$ cat src/rtl/fetch_pkg.sv
// Shared types and sizing helpers for the decoupled instruction-fetch stage.
package fetch_pkg;

  localparam int PC_W_DEF    = 8;
  localparam int INSTR_W_DEF = 16;
  localparam int PERF_W      = 32;

  typedef struct packed {
    logic [PC_W_DEF-1:0]    pc;
    logic [INSTR_W_DEF-1:0] instr;
  } fetch_entry_t;

  // Occupancy counters must hold the value DEPTH itself, hence the extra bit.
  function automatic int occ_w(input int depth);
    return $clog2(depth) + 1;
  endfunction

endpackage

$ cat src/rtl/fetch_if.sv
// Fetch-stage bus: instruction-memory request/response, redirect/halt control and decode handshake.
interface fetch_if #(
  parameter int PC_W    = 8,
  parameter int INSTR_W = 16
);
  logic               imem_req_valid;
  logic [PC_W-1:0]    imem_req_addr;
  logic               imem_req_ready;
  logic               imem_rsp_valid;
  logic [INSTR_W-1:0] imem_rsp_data;
  logic               redirect_valid;
  logic [PC_W-1:0]    redirect_pc;
  logic               halt;
  logic               if_valid;
  logic               if_ready;
  logic [INSTR_W-1:0] if_instr;
  logic [PC_W-1:0]    if_pc;

  modport master (
    output imem_req_valid, imem_req_addr,
    input  imem_req_ready, imem_rsp_valid, imem_rsp_data,
    input  redirect_valid, redirect_pc, halt,
    output if_valid, if_instr, if_pc,
    input  if_ready
  );

  modport slave (
    input  imem_req_valid, imem_req_addr,
    output imem_req_ready, imem_rsp_valid, imem_rsp_data,
    output redirect_valid, redirect_pc, halt,
    input  if_valid, if_instr, if_pc,
    output if_ready
  );
endinterface

$ cat src/rtl/fetch_queue.sv
// Synchronous FIFO of fetched {pc, instr} entries with flush, registered count and full/empty flags.
module fetch_queue
  import fetch_pkg::*;
#(
  parameter  int DEPTH = 2,
  parameter  int W     = 24,
  localparam int CW    = occ_w(DEPTH)
) (
  input  logic          clk,
  input  logic          rst,
  input  logic          flush,
  input  logic          push,
  input  logic          pop,
  input  logic [W-1:0]  din,
  output logic [W-1:0]  dout,
  output logic [CW-1:0] count,
  output logic          full,
  output logic          empty
);
  localparam int AW = $clog2(DEPTH);

  logic [DEPTH-1:0][W-1:0] mem;
  logic [AW-1:0]           rd_ptr, wr_ptr;
  logic                    do_push, do_pop;

  assign full    = (count == CW'(DEPTH));
  assign empty   = (count == '0);
  assign do_pop  = pop & ~empty & ~flush;
  assign do_push = push & ~full & ~flush;
  assign dout    = mem[rd_ptr];

  // Storage carries no reset; only the pointers and count define validity.
  always_ff @(posedge clk)
    if (do_push) mem[wr_ptr] <= din;

  always_ff @(posedge clk or posedge rst) begin
    if (rst) begin
      rd_ptr <= '0;
      wr_ptr <= '0;
      count  <= '0;
    end else if (flush) begin
      rd_ptr <= '0;
      wr_ptr <= '0;
      count  <= '0;
    end else begin
      if (do_push) wr_ptr <= wr_ptr + AW'(1);
      if (do_pop)  rd_ptr <= rd_ptr + AW'(1);
      count <= count + CW'(do_push) - CW'(do_pop);
    end
  end

endmodule

$ cat src/rtl/fetch_stage.sv
// Decoupled instruction fetch: credit-limited imem requests, in-order response queue, redirect with kill.
// Optional FETCH_PERF_EN adds perf_fetched / perf_flushed / perf_stall counters.
module fetch_stage
  import fetch_pkg::*;
#(
  parameter int          PC_W     = 8,
  parameter int          INSTR_W  = 16,
  parameter int          DEPTH    = 2,
  parameter int unsigned RESET_PC = 0,
  parameter int unsigned PC_STEP  = 1
) (
  input  logic              clk,
  input  logic              rst,
  fetch_if.master           bus
`ifdef FETCH_PERF_EN
  ,
  output logic [PERF_W-1:0] perf_fetched,
  output logic [PERF_W-1:0] perf_flushed,
  output logic [PERF_W-1:0] perf_stall
`endif
);
  localparam int CW = occ_w(DEPTH);
  localparam logic [PC_W-1:0] RST_PC = PC_W'(RESET_PC);
  localparam logic [PC_W-1:0] STEP   = PC_W'(PC_STEP);

  typedef struct packed {
    logic [PC_W-1:0]    pc;
    logic [INSTR_W-1:0] instr;
  } entry_t;

  logic [PC_W-1:0] fpc, rsp_pc;
  logic [CW-1:0]   outstanding, kill_cnt, fifo_count;
  logic [CW:0]     occ_after_pop;
  logic            pop, req_fire, rsp_acc, drop, push, q_full, q_empty;
  entry_t          q_din, q_head;

  assign pop = bus.if_valid & bus.if_ready;

  // A slot freed by this cycle's pop may be re-used by this cycle's request.
  assign occ_after_pop = {1'b0, outstanding} + {1'b0, fifo_count} - (CW+1)'(pop);

  assign bus.imem_req_valid = ~bus.halt & ~bus.redirect_valid &
                              (occ_after_pop < (CW+1)'(DEPTH));
  assign bus.imem_req_addr  = fpc;

  assign req_fire = bus.imem_req_valid & bus.imem_req_ready;
  // Responses with nothing outstanding are stragglers from before a reset.
  assign rsp_acc  = bus.imem_rsp_valid & (outstanding != '0);
  assign drop     = rsp_acc & (bus.redirect_valid | (kill_cnt != '0));
  assign push     = rsp_acc & ~drop;

  assign q_din = '{pc: rsp_pc, instr: bus.imem_rsp_data};

  fetch_queue #(.DEPTH(DEPTH), .W(PC_W + INSTR_W)) u_queue (
    .clk   (clk),
    .rst   (rst),
    .flush (bus.redirect_valid),
    .push  (push),
    .pop   (pop),
    .din   (q_din),
    .dout  (q_head),
    .count (fifo_count),
    .full  (q_full),
    .empty (q_empty)
  );

  assign bus.if_valid = ~q_empty;
  assign bus.if_instr = q_head.instr;
  assign bus.if_pc    = q_head.pc;

  always_ff @(posedge clk or posedge rst) begin
    if (rst) begin
      fpc         <= RST_PC;
      rsp_pc      <= RST_PC;
      outstanding <= '0;
      kill_cnt    <= '0;
    end else begin
      outstanding <= outstanding + CW'(req_fire) - CW'(rsp_acc);
      if (bus.redirect_valid) begin
        fpc      <= bus.redirect_pc;
        rsp_pc   <= bus.redirect_pc;
        // No request fires in a redirect cycle, so every survivor is stale.
        kill_cnt <= outstanding - CW'(rsp_acc);
      end else begin
        if (req_fire) fpc      <= fpc + STEP;
        if (push)     rsp_pc   <= rsp_pc + STEP;
        if (drop)     kill_cnt <= kill_cnt - CW'(1);
      end
    end
  end

`ifdef FETCH_PERF_EN
  always_ff @(posedge clk or posedge rst) begin
    if (rst) begin
      perf_fetched <= '0;
      perf_flushed <= '0;
      perf_stall   <= '0;
    end else begin
      if (pop) perf_fetched <= perf_fetched + PERF_W'(1);
      perf_flushed <= perf_flushed + PERF_W'(drop) +
                      (bus.redirect_valid ? PERF_W'(fifo_count) : PERF_W'(0));
      if (bus.if_ready & ~bus.if_valid) perf_stall <= perf_stall + PERF_W'(1);
    end
  end
`endif

  a_no_push_full : assert property (@(posedge clk) disable iff (rst) !(push && q_full));
  a_no_stray_rsp : assert property (@(posedge clk) disable iff (rst)
                                    bus.imem_rsp_valid |-> (outstanding != '0));

endmodule

$ cat src/flat_wrapper.sv
// flat-port wrapper written by rule: the top's interface ports become plain ports
module fetch_stage_flat import fetch_pkg::*;
#(
  parameter int          PC_W     = 8,
  parameter int          INSTR_W  = 16,
  parameter int          DEPTH    = 2,
  parameter int unsigned RESET_PC = 0,
  parameter int unsigned PC_STEP  = 1
)
  (clk, rst, bus_imem_req_valid, bus_imem_req_addr, bus_imem_req_ready, bus_imem_rsp_valid, bus_imem_rsp_data, bus_redirect_valid, bus_redirect_pc, bus_halt, bus_if_valid, bus_if_instr, bus_if_pc, bus_if_ready);
  fetch_if #(.PC_W(PC_W), .INSTR_W(INSTR_W)) bus_i ();
  input  logic clk;
  input  logic rst;
  output wire logic [$bits(bus_i.imem_req_valid)-1:0] bus_imem_req_valid;
  output wire logic [$bits(bus_i.imem_req_addr)-1:0] bus_imem_req_addr;
  input wire logic [$bits(bus_i.imem_req_ready)-1:0] bus_imem_req_ready;
  input wire logic [$bits(bus_i.imem_rsp_valid)-1:0] bus_imem_rsp_valid;
  input wire logic [$bits(bus_i.imem_rsp_data)-1:0] bus_imem_rsp_data;
  input wire logic [$bits(bus_i.redirect_valid)-1:0] bus_redirect_valid;
  input wire logic [$bits(bus_i.redirect_pc)-1:0] bus_redirect_pc;
  input wire logic [$bits(bus_i.halt)-1:0] bus_halt;
  output wire logic [$bits(bus_i.if_valid)-1:0] bus_if_valid;
  output wire logic [$bits(bus_i.if_instr)-1:0] bus_if_instr;
  output wire logic [$bits(bus_i.if_pc)-1:0] bus_if_pc;
  input wire logic [$bits(bus_i.if_ready)-1:0] bus_if_ready;
  assign bus_imem_req_valid = bus_i.imem_req_valid;
  assign bus_imem_req_addr = bus_i.imem_req_addr;
  assign bus_i.imem_req_ready = bus_imem_req_ready;
  assign bus_i.imem_rsp_valid = bus_imem_rsp_valid;
  assign bus_i.imem_rsp_data = bus_imem_rsp_data;
  assign bus_i.redirect_valid = bus_redirect_valid;
  assign bus_i.redirect_pc = bus_redirect_pc;
  assign bus_i.halt = bus_halt;
  assign bus_if_valid = bus_i.if_valid;
  assign bus_if_instr = bus_i.if_instr;
  assign bus_if_pc = bus_i.if_pc;
  assign bus_i.if_ready = bus_if_ready;
  fetch_stage #(.PC_W(PC_W), .INSTR_W(INSTR_W), .DEPTH(DEPTH), .RESET_PC(RESET_PC), .PC_STEP(PC_STEP)) u_core (.clk(clk), .rst(rst), .bus(bus_i));
endmodule
$ cat config.mk
export PLATFORM = sky130hd
export DESIGN_NAME = fetch_stage_flat
export DESIGN_NICKNAME = d
export VERILOG_FILES = /design/src/rtl/fetch_pkg.sv /design/src/rtl/fetch_if.sv /design/src/rtl/fetch_queue.sv /design/src/rtl/fetch_stage.sv /design/src/flat_wrapper.sv
export SDC_FILE = /design/constraint.sdc
export NUM_CORES = 1
export LEC_CHECK = 0
export CORE_MARGIN = 4
export CORE_UTILIZATION = 51
export DETAILED_ROUTE_END_ITERATION = 7
export GPL_ROUTABILITY_DRIVEN = 0
export PLACE_DENSITY = 0.89
export REMOVE_ABC_BUFFERS = 1
export SKIP_CTS_REPAIR_TIMING = 1
export SLEW_MARGIN = 40
export SYNTH_ARGS = -nofsm -noshare
export SYNTH_HDL_FRONTEND = slang
export SYNTH_SLANG_ARGS = --single-unit
export TNS_END_PERCENT = 5
$ cat constraint.sdc
create_clock -name clk -period 3.8 [get_ports clk]
set_clock_uncertainty 0.1 [all_clocks]
set_input_delay 0.57 -clock clk [delete_from_list [all_inputs] [get_ports clk]]
set_output_delay 0.57 -clock clk [all_outputs]
set_load 0.01 [all_outputs]
==> metrics.txt <==
# TYPE chip_impl_metric gauge
chip_impl_metric{name="max_frequency",unit="GHz"} 0.302
chip_impl_metric{name="final_net_count",unit=""} 335
chip_impl_metric{name="filler_cell_count",unit=""} 417
chip_impl_info{name="highest-signal-layer",value="met4"} 1
chip_impl_metric{name="data_arrival_time_of_the_critical_path",unit="ns"} 2.64
chip_impl_metric{name="timing.final.crit_share",unit="%"} 87.1
chip_impl_metric{name="wl_met2",unit="mm"} 2.93
chip_impl_metric{name="wire_length_of_the_first_global_routing_pass",unit="mm"} 10.5
chip_impl_metric{name="timing.final.crit_period",unit="ns"} 3.31
chip_impl_metric{name="yosys.area.top_type_share",unit="%"} 45.7
chip_impl_metric{name="netlist-cell-type-count",unit=""} 42
chip_impl_info{name="main_combinational_cell_family_by_area_after_synthesis",value="multiplexers"} 1
chip_impl_metric{name="grt_start_max_net_pins",unit=""} 26
chip_impl_info{name="grt_setup_unrepaired",value="false"} 1
chip_impl_metric{name="clkSlewWorstSetupHoldPaths",unit="ns"} 0.07
chip_impl_metric{name="routedLengthMet1",unit="mm"} 2.65
chip_impl_info{name="min-delay-start",value="u_core.rsp_pc[7]"} 1
chip_impl_metric{name="timing.critical_path.fanout_max",unit=""} 4
chip_impl_metric{name="synthCells",unit=""} 220
chip_impl_metric{name="synthXorXnorAreaFrac",unit="%"} 4.40
chip_impl_metric{name="reg2reg_setup_slack",unit="ns"} 0.86
chip_impl_metric{name="min_delay_path_depth",unit=""} 0
chip_impl_metric{name="synth_adder_area_share",unit="%"} 4.20
chip_impl_info{name="timing.hold.worst.class",value="reg -> reg"} 1
chip_impl_metric{name="report.final.slew_viol_count",unit=""} 0
chip_impl_metric{name="place_area",unit="µm²"} 3900
chip_impl_metric{name="grt_overflow",unit=""} 0
chip_impl_metric{name="final_layout_size_suffix_gt1_share",unit="%"} 17.8
chip_impl_metric{name="number_of_buffers_created_by_cts",unit=""} 9
chip_impl_metric{name="initial_util",unit="%"} 53.0
chip_impl_metric{name="synth_area_in_simple_gates",unit="%"} 7.93
chip_impl_info{name="critical_path.reg2reg.startpoint",value="u_core.u_queue.count[1]"} 1
chip_impl_info{name="postSynth.topFlopCell",value="sky130_fd_sc_hd__edfxtp_1"} 1
chip_impl_metric{name="synthesized_area_fraction_occupied_by_ao_oa_aoi_and_oai_cells",unit="%"} 6.22
chip_impl_info{name="worst_setup_start_kind",value="register"} 1
chip_impl_metric{name="floorplan.die.height",unit="µm"} 86.7
chip_impl_metric{name="clk_latency",unit="ns"} 0.34
chip_impl_metric{name="worst_ir_drop_vdd",unit="mV"} 0.278
chip_impl_metric{name="dieArea",unit="µm²"} 7510
chip_impl_metric{name="hold_ws",unit="ns"} 0.402
chip_impl_metric{name="drt_first_pass_iters",unit=""} 6
chip_impl_metric{name="finalPower",unit="W"} 0.00221
chip_impl_metric{name="synth.cell_area",unit="µm²"} 3160
chip_impl_metric{name="met3RoutedLength",unit="µm"} 429
chip_impl_info{name="critPathCaptureType",value="output port"} 1
chip_impl_info{name="ctsRootBufferMaster",value="sky130_fd_sc_hd__clkbuf_8"} 1
chip_impl_metric{name="clock_sinks",unit=""} 72
chip_impl_metric{name="floorplan.die.width",unit="µm"} 86.7
chip_impl_metric{name="drc_violations_left",unit=""} 0
chip_impl_metric{name="worst_pin_slew",unit="ns"} 0.557
chip_impl_metric{name="synth_seq_area_share",unit="%"} 64.7
chip_impl_metric{name="routed_wl",unit="mm"} 6.11
chip_impl_metric{name="synth_seq_cells",unit=""} 72
chip_impl_metric{name="pwr_density_cell",unit="nW/µm²"} 539
chip_impl_metric{name="number_of_antenna_violations_at_the_first_check_in_global_routing",unit=""} 0
chip_impl_info{name="hold_path_end",value="u_core.u_queue.mem[47]"} 1
chip_impl_info{name="clock_tree_from_tritoncts",value="done"} 1
chip_impl_metric{name="detail_route.iter0.violations",unit=""} 120
chip_impl_metric{name="max-clock-path-buffers",unit=""} 2
chip_impl_metric{name="max-cap-violations",unit=""} 0
chip_impl_metric{name="synth_edf_count",unit=""} 48
chip_impl_metric{name="via_count_of_the_first_global_routing_pass",unit=""} 2172
chip_impl_metric{name="crit_required",unit="ns"} 3.13
chip_impl_metric{name="syn_avg_cell_area",unit="µm²"} 14.3
chip_impl_metric{name="insertedDiodeCount",unit=""} 0
chip_impl_metric{name="dp.final_hpwl",unit="mm"} 4.30
chip_impl_metric{name="number_of_hold_violations_in_the_final_report",unit=""} 0
chip_impl_metric{name="antenna_left",unit=""} 0
chip_impl_metric{name="ys_warn_count",unit=""} 0
chip_impl_metric{name="viasPerCell",unit=""} 5.47
chip_impl_metric{name="floorplan.io_pins",unit=""} 65
chip_impl_metric{name="slew-limit-headroom",unit="%"} 62.9
chip_impl_metric{name="setup-violations-final",unit=""} 0
chip_impl_metric{name="route.vias.total",unit=""} 2039
chip_impl_metric{name="avg_wl_per_cell",unit="µm"} 16.4
chip_impl_metric{name="port_buffers",unit=""} 64
chip_impl_metric{name="postLayoutCellArea",unit="µm²"} 4100
chip_impl_metric{name="htree_levels",unit=""} 3
chip_impl_metric{name="syn2layout_area_growth",unit="%"} 29.7
chip_impl_metric{name="yosys-mux-area-fraction",unit="%"} 9.87
chip_impl_metric{name="worst_r2r_path_depth",unit=""} 10
chip_impl_metric{name="floorplan_core_area",unit="µm²"} 5960
chip_impl_metric{name="asyncSetResetFlopFracSynth",unit="%"} 33.3
chip_impl_metric{name="leak",unit="nW"} 1.57
chip_impl_info{name="status",value="finished, final reports clean"} 1
chip_impl_metric{name="fp-row-count",unit=""} 28
chip_impl_info{name="synth_area_leaders",value="sky130_fd_sc_hd__edfxtp_1, sky130_fd_sc_hd__dfrtp_1, sky130_fd_sc_hd__mux2_2"} 1
chip_impl_info{name="worst_r2r_endpoint",value="u_core.bus.imem_req_addr[4]"} 1
chip_impl_info{name="path_class",value="reg -> out"} 1
chip_impl_metric{name="grt_usage",unit="%"} 18.5
chip_impl_info{name="yosys.area.top_type",value="sky130_fd_sc_hd__edfxtp_1"} 1
## per-layer routing
metal	global-route usage, %	vias to the layer above
met3	4.94	9
li1	-	949
met2	29.6	88
met4	7.51	0
met5	0	-
met1	24.0	993
## report_power, final
part	total, W	internal, W	leakage, nW	switching, W
combinational	0.000618	0.000337	0.760	0.000280
clock	0.000565	0.000296	0.0864	0.000270
sequential	0.00102	0.000933	0.722	0.0000911
## synth_stat cells, drive strengths merged, types with 3 or more instances
cell and n:
dfrtp 24, o21ai 6, edfxtp 48, clkbuf 4, mux2 25, ha 9
inv 16, xor2 5, o211ai 3, xnor2 10, nand2 14, and3 3
mux2i 3, nand3 4, nor2 13, a21oi 6
## logic make-up (layout without fill, tap and decap cells)
kind of cell / Yosys count / in the layout
compound gates: 27 / 27
xor+xnor: 15 / 15
fa+ha+maj: 10 / 10
buf+inv: 22 / 100
flops: 72 / 72
mux: 28 / 28
simple gates: 46 / 46
## per-stage QoR
step                      cells  setup slack [ns]  setup TNS (ns)  utilization (%)
after global placement      357             0.131               0             65.5
after CTS                   372           -0.0229         -0.0229             68.6
after detailed placement    357            0.0983               0             65.5
after floorplan             214             0.903               0                -
final                       373             0.491               0             68.8
after global routing        373             0.302               0             68.8
## layout by cell type, fill, tap and decap left out, types with 2 or more instances in the layout
cell type / netlist / layout
sky130_fd_sc_hd__and3_1: 3 / 3
sky130_fd_sc_hd__nand2_1: 13 / 13
sky130_fd_sc_hd__a311oi_1: 2 / 2
sky130_fd_sc_hd__o211ai_1: 2 / 2
sky130_fd_sc_hd__o21ai_0: 6 / 6
sky130_fd_sc_hd__xor2_1: 4 / 4
sky130_fd_sc_hd__a221o_1: 2 / 2
sky130_fd_sc_hd__dfrtp_1: 24 / 23
sky130_fd_sc_hd__nor2_1: 13 / 12
sky130_fd_sc_hd__inv_1: 15 / 14
sky130_fd_sc_hd__clkinv_1: 0 / 2
sky130_fd_sc_hd__mux2i_1: 3 / 3
sky130_fd_sc_hd__inv_2: 1 / 2
sky130_fd_sc_hd__buf_4: 0 / 5
sky130_fd_sc_hd__clkbuf_8: 0 / 9
sky130_fd_sc_hd__edfxtp_1: 48 / 48
sky130_fd_sc_hd__nand3_1: 4 / 4
sky130_fd_sc_hd__a21oi_1: 6 / 6
sky130_fd_sc_hd__xnor2_1: 10 / 10
sky130_fd_sc_hd__clkdlybuf4s50_1: 0 / 63
sky130_fd_sc_hd__ha_1: 9 / 9
sky130_fd_sc_hd__nor3_1: 2 / 2
sky130_fd_sc_hd__mux2_2: 25 / 25
sky130_fd_sc_hd__clkinvlp_4: 0 / 2
sky130_fd_sc_hd__a211oi_1: 2 / 2
## area by class of cell
class	count	area (µm²)	area share (%)
clock buffer	9	124	3.02
timing repair buffer	69	681	16.6
inverter	16	60.1	1.47
sequential	72	2040	49.9
tap	75	93.8	2.29
multi-input combinational	126	1030	25.2
clock inverter	6	61.3	1.50
## worst max-delay path by stage
stage,from,to,depth (start not counted)
floorplan,u_core.u_queue.count[1],bus_imem_req_valid,9
detailed placement,bus_if_ready,bus_imem_req_valid,10
finish,u_core.u_queue.count[1],bus_imem_req_valid,10
CTS,u_core.u_queue.count[1],bus_imem_req_valid,10
global placement,bus_if_ready,bus_imem_req_valid,10
global route,u_core.u_queue.count[1],bus_imem_req_valid,10
## flip-flops by register name (all words and copies together), names as in the netlist
| register | flops |
|---|---|
| u_core.u_queue.mem | 48 |
| u_core.bus.imem_req_addr | 8 |
| u_core.rsp_pc | 8 |
| u_core.kill_cnt | 2 |
| u_core.outstanding | 2 |
| u_core.u_queue.count | 2 |
| u_core.u_queue.rd_ptr | 1 |
| u_core.u_queue.wr_ptr | 1 |
## worst max-delay path, cell delays in order, from the launching register on
cell	delay, ns
sky130_fd_sc_hd__dfrtp_1	0.41
sky130_fd_sc_hd__or2_2	0.31
sky130_fd_sc_hd__nand2_1	0.12
sky130_fd_sc_hd__inv_1	0.06
sky130_fd_sc_hd__ha_1	0.25
sky130_fd_sc_hd__nand2b_1	0.15
sky130_fd_sc_hd__fa_1	0.40
sky130_fd_sc_hd__xor2_2	0.19
sky130_fd_sc_hd__nand3b_1	0.14
sky130_fd_sc_hd__nor2_1	0.11
sky130_fd_sc_hd__dlymetal6s2s_1	0.16
Power figures use the tool's default switching activity.
